<file path="config.mk">
export PLATFORM = sky130hd
export DESIGN_NAME = banco_alu_param
export DESIGN_NICKNAME = d
export VERILOG_FILES = /design/src/rtl/banco_alu_param.sv
export SDC_FILE = /design/constraint.sdc
export NUM_CORES = 1
export LEC_CHECK = 0
export CAP_MARGIN = 20
export CORE_MARGIN = 2
export CORE_UTILIZATION = 40
export CTS_BUF_LIST = sky130_fd_sc_hd__clkbuf_8
export CTS_CLUSTER_SIZE = 40
export DETAILED_ROUTE_END_ITERATION = 8
export PLACE_DENSITY = 0.57
export SETUP_SLACK_MARGIN = 0.4
export SLEW_MARGIN = 20
export SYNTH_ARGS = -nofsm -noshare
export SYNTH_HDL_FRONTEND = slang
export SYNTH_HIERARCHICAL = 1
export SYNTH_SLANG_ARGS = --single-unit
</file>
<file path="constraint.sdc">
create_clock -name clk -period 5.9 [get_ports clk]
set_input_delay 0.59 -clock clk [delete_from_list [all_inputs] [get_ports clk]]
set_output_delay 0.59 -clock clk [all_outputs]
set_load 0.01 [all_outputs]
</file>
<file path="src/rtl/banco_alu_param.sv">
// Register bank + sequenced ALU (add/sub/shift-add mult/restoring div) with
// init/done handshake, external bank load and status flags.

module banco_alu_reg #(
  parameter int WIDTH = 8
) (
  input  logic             clk,
  input  logic             rst,
  input  logic             we,
  input  logic [WIDTH-1:0] d,
  output logic [WIDTH-1:0] q
);
  always_ff @(posedge clk) begin
    if (rst)     q <= '0;
    else if (we) q <= d;
  end
endmodule

module banco_alu_param #(
  parameter int WIDTH  = 8,
  parameter int NREG   = 16,
  parameter int ADDR_W = 4
) (
  input  logic              clk,
  input  logic              rst,
  input  logic              init,
  input  logic              RegWrite,
  input  logic [1:0]        selector,
  input  logic [ADDR_W-1:0] addrRa,
  input  logic [ADDR_W-1:0] addrRb,
  input  logic [ADDR_W-1:0] addrW,
  input  logic              wr_ext_en,
  input  logic [WIDTH-1:0]  wr_ext_data,
  output logic [WIDTH-1:0]  result,
  output logic              negative,
  output logic              overflow,
  output logic              div_zero,
  output logic              busy,
  output logic              done
);
  localparam int CW = $clog2(WIDTH + 1);
  localparam logic [CW-1:0] LAST = CW'(WIDTH - 1);

  typedef enum logic [1:0] {S_IDLE, S_LOAD, S_EXEC, S_DONE} state_t;

  typedef struct packed {
    logic [1:0]        op;
    logic              regwr;
    logic [ADDR_W-1:0] ra;
    logic [ADDR_W-1:0] rb;
    logic [ADDR_W-1:0] rw;
  } req_t;

  state_t state, state_nx;
  req_t   req;

  logic [NREG-1:0][WIDTH-1:0] bank;
  logic [NREG-1:0]            reg_we;
  logic [WIDTH-1:0]           reg_d;
  logic                       ext_we, wb_we;

  logic [WIDTH-1:0]   a, b, rd_a, rd_b;
  logic [CW-1:0]      cnt;
  logic [2*WIDTH-1:0] prod, mcand, prod_nx;
  logic [WIDTH-1:0]   mplier;
  logic [WIDTH-1:0]   rem, quo, rem_nx, quo_nx;
  logic [WIDTH:0]     rem_sh;
  logic               rem_ge;
  logic               last;

  // ---------------- register bank ----------------
  // Both write sources are state-exclusive, so a single data mux suffices.
  assign ext_we = (state == S_IDLE) && wr_ext_en;
  assign wb_we  = (state == S_DONE) && req.regwr && !div_zero;
  assign reg_d  = ext_we ? wr_ext_data : result;

  // Addresses at or above NREG match no instance, so those writes vanish.
  for (genvar i = 0; i < NREG; i++) begin : g_bank
    assign reg_we[i] = (ext_we && addrW  == ADDR_W'(i)) ||
                       (wb_we  && req.rw == ADDR_W'(i));
    banco_alu_reg #(.WIDTH(WIDTH)) u_reg (
      .clk (clk),
      .rst (rst),
      .we  (reg_we[i]),
      .d   (reg_d),
      .q   (bank[i])
    );
  end

  always_comb begin
    rd_a = '0;
    rd_b = '0;
    if (int'(req.ra) < NREG) rd_a = bank[req.ra];
    if (int'(req.rb) < NREG) rd_b = bank[req.rb];
  end

  // ---------------- control ----------------
  assign last = (cnt == LAST);

  always_ff @(posedge clk) begin
    if (rst) state <= S_IDLE;
    else     state <= state_nx;
  end

  always_comb begin
    state_nx = state;
    case (state)
      S_IDLE: if (init) state_nx = S_LOAD;
      S_LOAD: state_nx = S_EXEC;
      S_EXEC: if (!req.op[1] || last) state_nx = S_DONE;
      S_DONE: state_nx = S_IDLE;
      default: state_nx = S_IDLE;
    endcase
  end

  assign busy = (state != S_IDLE);
  assign done = (state == S_DONE);

  // ---------------- iterative step logic ----------------
  always_comb begin
    prod_nx = prod + (mplier[0] ? mcand : '0);
    // Remainder stays below the divisor, so the shifted value fits WIDTH+1.
    rem_sh  = {rem, quo[WIDTH-1]};
    rem_ge  = (rem_sh >= {1'b0, b});
    rem_nx  = rem_ge ? WIDTH'(rem_sh - {1'b0, b}) : rem_sh[WIDTH-1:0];
    quo_nx  = {quo[WIDTH-2:0], rem_ge};
  end

  // ---------------- datapath ----------------
  always_ff @(posedge clk) begin
    if (rst) begin
      req      <= '0;
      a        <= '0;
      b        <= '0;
      cnt      <= '0;
      prod     <= '0;
      mcand    <= '0;
      mplier   <= '0;
      rem      <= '0;
      quo      <= '0;
      result   <= '0;
      negative <= 1'b0;
      overflow <= 1'b0;
      div_zero <= 1'b0;
    end else begin
      case (state)
        S_IDLE: if (init) req <= '{op: selector, regwr: RegWrite,
                                   ra: addrRa, rb: addrRb, rw: addrW};
        S_LOAD: begin
          a        <= rd_a;
          b        <= rd_b;
          cnt      <= '0;
          prod     <= '0;
          mcand    <= {{WIDTH{1'b0}}, rd_a};
          mplier   <= rd_b;
          rem      <= '0;
          quo      <= rd_a;
          result   <= '0;
          negative <= 1'b0;
          overflow <= 1'b0;
          div_zero <= 1'b0;
        end
        S_EXEC: begin
          case (req.op)
            2'b00: {overflow, result} <= {1'b0, a} + {1'b0, b};
            2'b01: begin
              if (a >= b) begin
                result   <= a - b;
                negative <= 1'b0;
              end else begin
                result   <= b - a;
                negative <= 1'b1;
              end
            end
            2'b10: begin
              prod   <= prod_nx;
              mcand  <= mcand << 1;
              mplier <= mplier >> 1;
              cnt    <= cnt + CW'(1);
              if (last) begin
                result   <= prod_nx[WIDTH-1:0];
                overflow <= |prod_nx[2*WIDTH-1:WIDTH];
              end
            end
            default: begin
              rem <= rem_nx;
              quo <= quo_nx;
              cnt <= cnt + CW'(1);
              if (last) begin
                // Divide-by-zero still runs the full iteration count.
                if (b == '0) begin
                  result   <= '1;
                  div_zero <= 1'b1;
                end else begin
                  result   <= quo_nx;
                end
              end
            end
          endcase
        end
        default: ;
      endcase
    end
  end

endmodule

</file>
Word level (Yosys, flattened, before mapping) --
Cells that the tools add are included.
Storage, ports and cells: register bits after elaboration 232, output and inout port bits 13
Operators by class: add/subtract/negate cells 6, magnitude comparators 4, equality and inequality tests 47, mux-type cells 38, reduce and logical (&&, ||, !) cells 73
Operator list (count):
- 2-to-1 mux 8 bit | 11
- binary-select mux 8 bit (select 4 bit) | 2
- == test 4 bit (second input constant) | 16
- one-hot mux 16 bit (2 select lines) | 2
- one-hot mux 8 bit (2 select lines) | 4
- 2-to-1 mux 16 bit | 3
- == test 4 x 3 -> 1 bit (second input constant) | 9
- logical AND 1 bit | 35
- one-hot mux 8 bit (3 select lines) | 1
- subtractor 8 bit | 3
- logical OR 1 bit | 17
- adder 16 bit | 1
- == test 4 x 2 -> 1 bit (second input constant) | 4
- != test 2 bit (second input constant) | 8
- AND reduction 2 bit | 6
- < comparator 4 x 5 -> 1 bit (second input constant) | 2
- adder 8 x 8 -> 9 bit | 1
- >= comparator 9 x 8 -> 1 bit | 1
- == test 4 x 1 -> 1 bit (second input constant) | 2
- >= comparator 8 bit | 1
- zero test 4 bit | 2
- zero test 8 bit | 1
- one-hot mux 1 bit (2 select lines) | 4
- one-hot mux 2 bit (4 select lines) | 1
- 17 further kinds | 31

Logic depth before layout (Yosys ltp) --
Gate-level depths: netlist of the first run.
word-level depth 6, gate-level depth with buffers 12, gate-level depth less buffers 12

By module --
The synthesis of the first run kept the hierarchy.
By module, submodules not included:
- banco_alu_param | times used 1, cells each 941, area an instance 8548.2 µm², seq. area each 2082.0 µm²
- banco_alu_reg | times used 16, cells each 26, area an instance 285.3 µm², seq. area each 160.2 µm²

Worst setup path after synthesis of the first run --
No wires, ideal clock.
path kind register to register, start point register mplier[0], end point register overflow, library setup time 0.133 ns, arrival 2.440 ns, required time 5.767 ns, setup slack 3.327 ns, stages on the path, launching flop included 13, buffers on the path 1, clock period less this slack 2.573 ns, path through dfxtp_1 -> clkbuf_1 -> nand2_1 -> inv_1 -> ha_1 -> a21oi_1 -> and4b_1 -> nor3_2 -> nor3b_1 -> o41a_1 -> xor2_1 -> nor4_1 -> a22oi_1
On the way: longest elaborated chain between the ends 6
RTL lines:
- start: declaration | line 65 | logic [WIDTH-1:0] mplier;
- start signal: assignment | line 155 | mplier <= rd_b;
- start signal: assignment | line 178 | mplier <= mplier >> 1;
- 2-to-1 mux 16 bit | line 121 | prod_nx = prod + (mplier[0] ? mcand : '0);
- adder 16 bit | line 121
- OR reduction 8 bit | line 182 | overflow <= |prod_nx[2*WIDTH-1:WIDTH];
- 2-to-1 mux 1 bit | line 180 | if (last) begin
- one-hot mux 1 bit (2 select lines) | line 164 | case (req.op)
- one-hot mux 1 bit (2 select lines) | line 146 | case (state)
- end signal: assignment | line 165 | 2'b00: {overflow, result} <= {1'b0, a} + {1'b0, b};
- end signal: assignment | line 182
- end: declaration | line 36 | output logic overflow,
Every way passes these cells. The select of a mux whose other input is x is not followed. A chain may end at the register's enable or synchronous reset.

Worst setup path in the final report of the first run --
Ends and elaborated chain as after synthesis.

==> flow_summary.toml, run 1 <==
[drt]
drt_iter0_drc = 722
topRoutingLayerUsed = "met4"
vias = 10170
route.detailed.drc = 0
wl_met2_mm = 16.34
wl_met1_mm = 16.31
ant_nets = 0
wl_mm = 35.28
avgRoutedWirePerCell_um = 19.13
drt-vias-per-instance = 5.517
firstDrtPassIters = 6
wl_met3_mm = 1.812

[grt]
grt-ovfl-total = 0
gr-usage-all-layers_pct = 20.71
grt_pass1_wl_mm = 55.28
grt_max_degree = 132
antenna_found_initial = 1
grt_pass1_vias = 9795

[setup_path]
path_class = "reg2reg"
max_stage_delay_ps = 630
worstPathArrival_ps = 3670
critPathLaunch = "mplier[0]$_SDFFE_PP0P_"
crit_fanout = 17
reg2reg_from = "mplier[0]$_SDFFE_PP0P_"
critPathTopFamily = "compound AO/OA/AOI/OAI gates"
path_cells = "and2_1, ha_1, inv_1, fa_1, nor2b_1, o2111ai_2, a31oi_1, a21o_1, a21oi_1, xnor2_1, nor4_1, a22oi_1"
cp-start-kind = "flop"
worstSetupEndpointType = "flop"
cp.required_ps = 6320
path_buf_inv = 1
critPathSlowestCell = "dfxtp_1"

[logic_synthesis]
ys_ff_latch = 232
seq_area_frac_synth_pct = 35.42
syn_inst = 1357
synth_warnings = 6
avgSynthCellArea_um2 = 9.663
synth_edf_count = 0
async_flop_share_pct = 0
yosysUniqueCellTypes = 66
synth_area_um2 = 13110
synth_fp_nets = 1441
synthFlopType = "dfxtp_1"

[floorplanning]
die_y_um = 185.1
coreArea_um2 = 32370
dieArea_um2 = 34250
pin_count = 40
die_x_um = 185.1
initial_utilization_pct = 40.51
rows = 66

[clock_tree]
cts_tree = "done"
clk_latency_ps = 560
htree_levels = 2
cts.repair.resized = 0
postCtsHoldBufs = 0
root_buffer = "clkbuf_8"
cts_buffers = 42
path_clk_slew_ps = 60
cts_sinks = 232
clock_tree.buffer_depth = 3
cts_setup_buffers = 0

[sta]
hold_violations = 0
fin_tns_setup_ps = 0
finalSetupViolCount = 0
rsz0062_at_grt = "false"
relSlewSlack_pct = 23.76
worst_pin_slew_ps = 1144
finalCritPeriodShare_pct = 55.02
period_needed_ps = 3246
skew_ps = 24.64
maxSlewViolCount = 0
fmax_ghz = 0.3080

[power_and_ir_drop]
pwr-share-clk_pct = 34.1
swShare_pct = 34.58
sequentialPowerShare_pct = 41.8
p_int_uw = 2825
max-vdd-ir-drop_v = 0.0001750
combPwrFrac_pct = 24.1
powerDensity_nw_per_um2 = 295.9
switchingPower_uw = 1493
leakagePower_uw = 0.005152

[placement]
gp_congestion = 0.8355
placed_cell_area_um2 = 13760
numPortBuffers = 39
dp_hpwl_mm = 24.66

[hold_path]
hold_class = "reg2reg"
hp-start = "req[8]$_SDFFE_PP0P_"

[final_layout]
drive_above_1_share_pct = 13.56
fill_cells = 3204
final_nets = 1456
syn2layout_area_growth_pct = 11.30
final_cell_area_um2 = 14590

[status]
status = "completed"

[run]
maxCapViolations = 0
layout by cell type (no fill, tap or decap), drive strengths merged, types with 13 or more instances in the layout:
cell type,n
a211oi,20
ha,52
o21ai,33
dfxtp,232
nor2,210
and2,15
a21oi,80
a21o,15
buf,24
clkdlybuf4s50,38
mux2i,154
nand3,39
o22ai,13
nand2,119
xnor2,18
clkbuf,52
inv,54
mux4,80
power by group through the flow:
stage	clock [uW]	sequential, uW	combinational [uW]
6_report	1470	1810	1040
5_1_grt	1580	1820	1140
4_1_cts	1510	1800	1040
3_5_place_dp	0	1840	1030
3_3_place_gp	0	1840	1020
2_1_floorplan	0	1750	798
Yosys cell counts, types with 3 or more instances:
library cell	count	area share, %
dfxtp_1	232	35
nor2_1	210	6.0
mux2i_1	154	12
nand2_1	118	3.4
mux4_2	80	14
a21oi_1	78	3.0
ha_1	52	5.0
nand3_1	38	1.5
inv_1	37	1.1
clkbuf_1	32	0.92
o21ai_0	32	1.2
buf_1	25	0.72
a211oi_1	20	1.1
xnor2_1	18	1.2
buf_6	17	1.5
and2_1	15	0.72
a21o_1	14	0.80
buf_2	14	0.53
o22ai_1	13	0.62
nor2b_1	12	0.57
nor3_1	10	0.38
a22oi_1	9	0.52
nand2b_1	9	0.43
mux2_2	8	0.69
a31oi_1	7	0.33
o21a_1	7	0.40
xor2_1	7	0.47
a311oi_1	6	0.40
fa_1	5	0.76
nor3b_1	5	0.29
nor4_1	5	0.24
o211ai_1	5	0.29
o32ai_1	5	0.33
nand3b_1	4	0.23
o21bai_1	4	0.23
o221ai_1	4	0.27
buf_4	3	0.17
nand4_1	3	0.14
o31ai_1	3	0.17
or3_1	3	0.14
worst reg2reg max path, cell delays in order (launching register included):
cell       delay (ps)
dfxtp_1           630
and2_1            220
ha_1              160
inv_1              60
fa_1              430
nor2b_1           200
o2111ai_2         140
a31oi_1           400
a21o_1            220
a21oi_1            80
xnor2_1           140
nor4_1            310
a22oi_1           130
area by class of cell:
class	instances	area, um^2	area share, %
antenna	1	2.502	0.01715
timing repair buffer	62	576.8	3.952
multi-input combinational	996	7863	53.88
clock inverter	21	93.84	0.6430
tap	442	553.0	3.789
sequential	232	4647	31.84
clock buffer	52	715.7	4.904
inverter	38	142.6	0.9774
stage by stage:
step	util [%]	std cells	setup WS [ps]	power [uW]	hold slack, ps
2_1_floorplan	-	1357	3327	2553	432.0
3_3_place_gp	42.52	1768	2453	2862	442.0
3_5_place_dp	42.52	1768	2349	2872	447.0
4_1_cts	45.02	1841	2280	4350	454.9
5_1_grt	45.08	1843	2288	4543	474.3
6_report	45.08	1844	2654	4318	451.4
routing by layer:
layer | vias to the layer above | global-route usage, %
met1 | 4947 | 28.68
met3 | 60 | 3.441
met2 | 252 | 33.02
li1 | 4915 | -
met5 | - | 0
met4 | 0 | 6.571
flip-flops by register name, indices dropped and copies added, names as in the netlist:
name            cells
overflow            1
negative            1
quo                 8
mcand              16
div_zero            1
prod               16
g_bank.u_reg/q    128
mplier              8
a                   8
state               2
result              8
cnt                 4
req                15
rem                 8
b                   8
cell families after synthesis:
family | count (synthesis) | share of synthesized area [%]
AO/OA/AOI/OAI | 227 | 11.33
XOR/XNOR | 25 | 1.670
AND/OR/NAND/NOR | 445 | 14.79
buffers and inverters | 129 | 4.885
multiplexers | 242 | 26.18
flip-flops | 232 | 35.42
adder cells (fa/ha/maj) | 57 | 5.725
final timing paths:
check                                        endpoint  slack [ps]  depth (start not counted)
worst max register to register  overflow$_SDFFE_PP0P_        2650                         12
worst max-delay path            overflow$_SDFFE_PP0P_        2650                         12
worst min-delay path              req[8]$_SDFFE_PP0P_         450                          2
worst min register to register    req[8]$_SDFFE_PP0P_         450                          2
Power figures use the tool's default switching activity.
==> run 2: changes to the inputs <==
==> constraint.sdc (replaced) <==
create_clock -name clk -period 3 [get_ports clk]
set_input_delay 0.3 -clock clk [delete_from_list [all_inputs] [get_ports clk]]
set_output_delay 0.3 -clock clk [all_outputs]
set_load 0.01 [all_outputs]
==> flow_summary.toml, run 2 (synthesis gave the netlist of run 1 again) <==
[status]
status = "completed"

[clock_tree]
cts_tree = "done"
cts_buffers = 42
cts_sinks = 232
postCtsHoldBufs = 0
clk_latency_ps = 550
path_clk_slew_ps = 60
htree_levels = 2
clock_tree.buffer_depth = 3
root_buffer = "clkbuf_8"

[floorplanning]
pin_count = 40
initial_utilization_pct = 40.51
rows = 66
coreArea_um2 = 32370
dieArea_um2 = 34250
die_y_um = 185.1
die_x_um = 185.1

[drt]
drt-vias-per-instance = 5.470
route.detailed.drc = 0
firstDrtPassIters = 5
ant_nets = 0
wl_mm = 35.66
vias = 10280
drt_iter0_drc = 830
avgRoutedWirePerCell_um = 18.98

[setup_path]
path_class = "reg2reg"
worstPathArrival_ps = 3030
worstReg2RegEnd = "overflow$_SDFFE_PP0P_"
crit_fanout = 8
reg2reg_from = "mplier[0]$_SDFFE_PP0P_"
worstSetupEndpointType = "flop"
cp.required_ps = 3420
ff2ff_path_depth = 12
cp-start-kind = "flop"
rrSetupSlack_ps = 400

[hold_path]
hold_class = "in2reg"
whs_path_depth = 2
hp-start = "rst"
whs_endpoint = "g_bank[1].u_reg/q[0]$_SDFFE_PP0P_"

[sta]
post-route-worst-setup-slack_ps = 396.4
worst_pin_slew_ps = 798.0
relSlewSlack_pct = 46.67
hold_violations = 0
fmax_ghz = 0.3841
skew_ps = 27.49
fin_tns_setup_ps = 0
rsz0062_at_grt = "true"
maxSlewViolCount = 0
finalHoldWorstSlack_ps = 196.5
period_needed_ps = 2604
finalSetupViolCount = 0
finalCritPeriodShare_pct = 86.79

[placement]
pre_cts_slack_ps = 246.3
gp_congestion = 0.8580
placed_cells = 1787
numPortBuffers = 39
dp_hpwl_mm = 24.87

[power_and_ir_drop]
powerDensity_nw_per_um2 = 582.2
max-vdd-ir-drop_v = 0.0003486
leakagePower_uw = 0.005364

[final_layout]
layout_top_registers = "g_bank.u_reg/q x128, mcand x16, prod x16"
final_cell_mix = "dfxtp_1 (224), nor2_1 (206), mux2i_1 (154)"
final_nets = 1488
syn2layout_area_growth_pct = 15.94
regMostFlops = "g_bank.u_reg/q"
drive_above_1_share_pct = 18.72
diodes = 0
multi_input_area_um2 = 8105
layoutNonFillerInstCount = 1879
final_common_cell = "dfxtp_1"
fill_cells = 3131
register_area_um2 = 4657
largest_register_ff_count = 128

[grt]
grt_pass1_wl_mm = 55.68
grt_use_met2_pct = 34.46
grt_pass1_vias = 9941
use_met3_pct = 3.205
grt_max_degree = 134
grt-ovfl-total = 0
antenna_found_initial = 0
gr-usage-all-layers_pct = 20.77
grt.busiest_layer = "met2"
met1_usage_pct = 28.33

[run]
maxCapViolations = 0
-- run 2: cell types whose count changed in the layout (fill, tap and decap cells not counted), sizes merged --
cell / previous run / this run
diode: 1 / 0
a31oi: 8 / 9
buf: 24 / 55
inv: 54 / 47
clkbuf: 52 / 57
clkinv: 4 / 10
-- run 2: area by class of cell --
cell class	instances	area share, %
inverter	38	0.9382
clock inverter	20	0.6419
clock buffer	57	5.160
sequential	232	30.63
tap	442	3.638
timing repair buffer	93	5.679
multi-input combinational	997	53.31
-- run 2: worst max-delay path, cell delays in order, from the launching register on --
cell and delay, ps:
dfxtp_2 330, buf_6 120, nand2_4 50, inv_2 60, ha_4 190, a21oi_2 140, and4b_1 260, nor3_4 280
nor3b_4 90, o41a_1 420, xor2_1 160, nor4_1 260, a22oi_1 130
-- run 2: worst max path at each step --
stage,endpoint,startpoint,slack [ps]
after global routing,overflow$_SDFFE_PP0P_,mplier[0]$_SDFFE_PP0P_,280
final,overflow$_SDFFE_PP0P_,mplier[0]$_SDFFE_PP0P_,400
after detailed placement,overflow$_SDFFE_PP0P_,mcand[0]$_SDFFE_PP0P_,250
after floorplan,overflow$_SDFFE_PP0P_,mplier[0]$_SDFFE_PP0P_,430
after global placement,overflow$_SDFFE_PP0P_,mcand[0]$_SDFFE_PP0P_,330
after CTS,overflow$_SDFFE_PP0P_,mcand[0]$_SDFFE_PP0P_,400
-- run 2: per-layer routing --
metal / routed length [um] / part of all wire, % / up-vias
met4: 658 / 1.8 / 0
met5: 0 / 0 / -
li1: - / - / 4978
met1: 16360 / 46 / 4995
met2: 16950 / 48 / 253
met3: 1695 / 4.8 / 53
-- run 2: what timing repair did --
action                     CTS  global route
setup buffers                1            13
setup endpoints to repair    3            14
cloned                       0             1
pin swaps                    4            18
gates resized for setup     10            44
-- run 2: per-stage QoR --
step	cell area (um^2)	utilization (%)	total power (uW)
after global placement	13960	43.12	5759
after CTS	14890	45.99	8874
after floorplan	13110	-	5021
final	15200	46.97	8852
after global routing	15200	46.97	9293
after detailed placement	13960	43.12	5771
-- run 2: report_power, final --
group / internal, uW / switching (uW)
logic: 821 / 1420
registers: 3290 / 239
clock network: 1700 / 1380
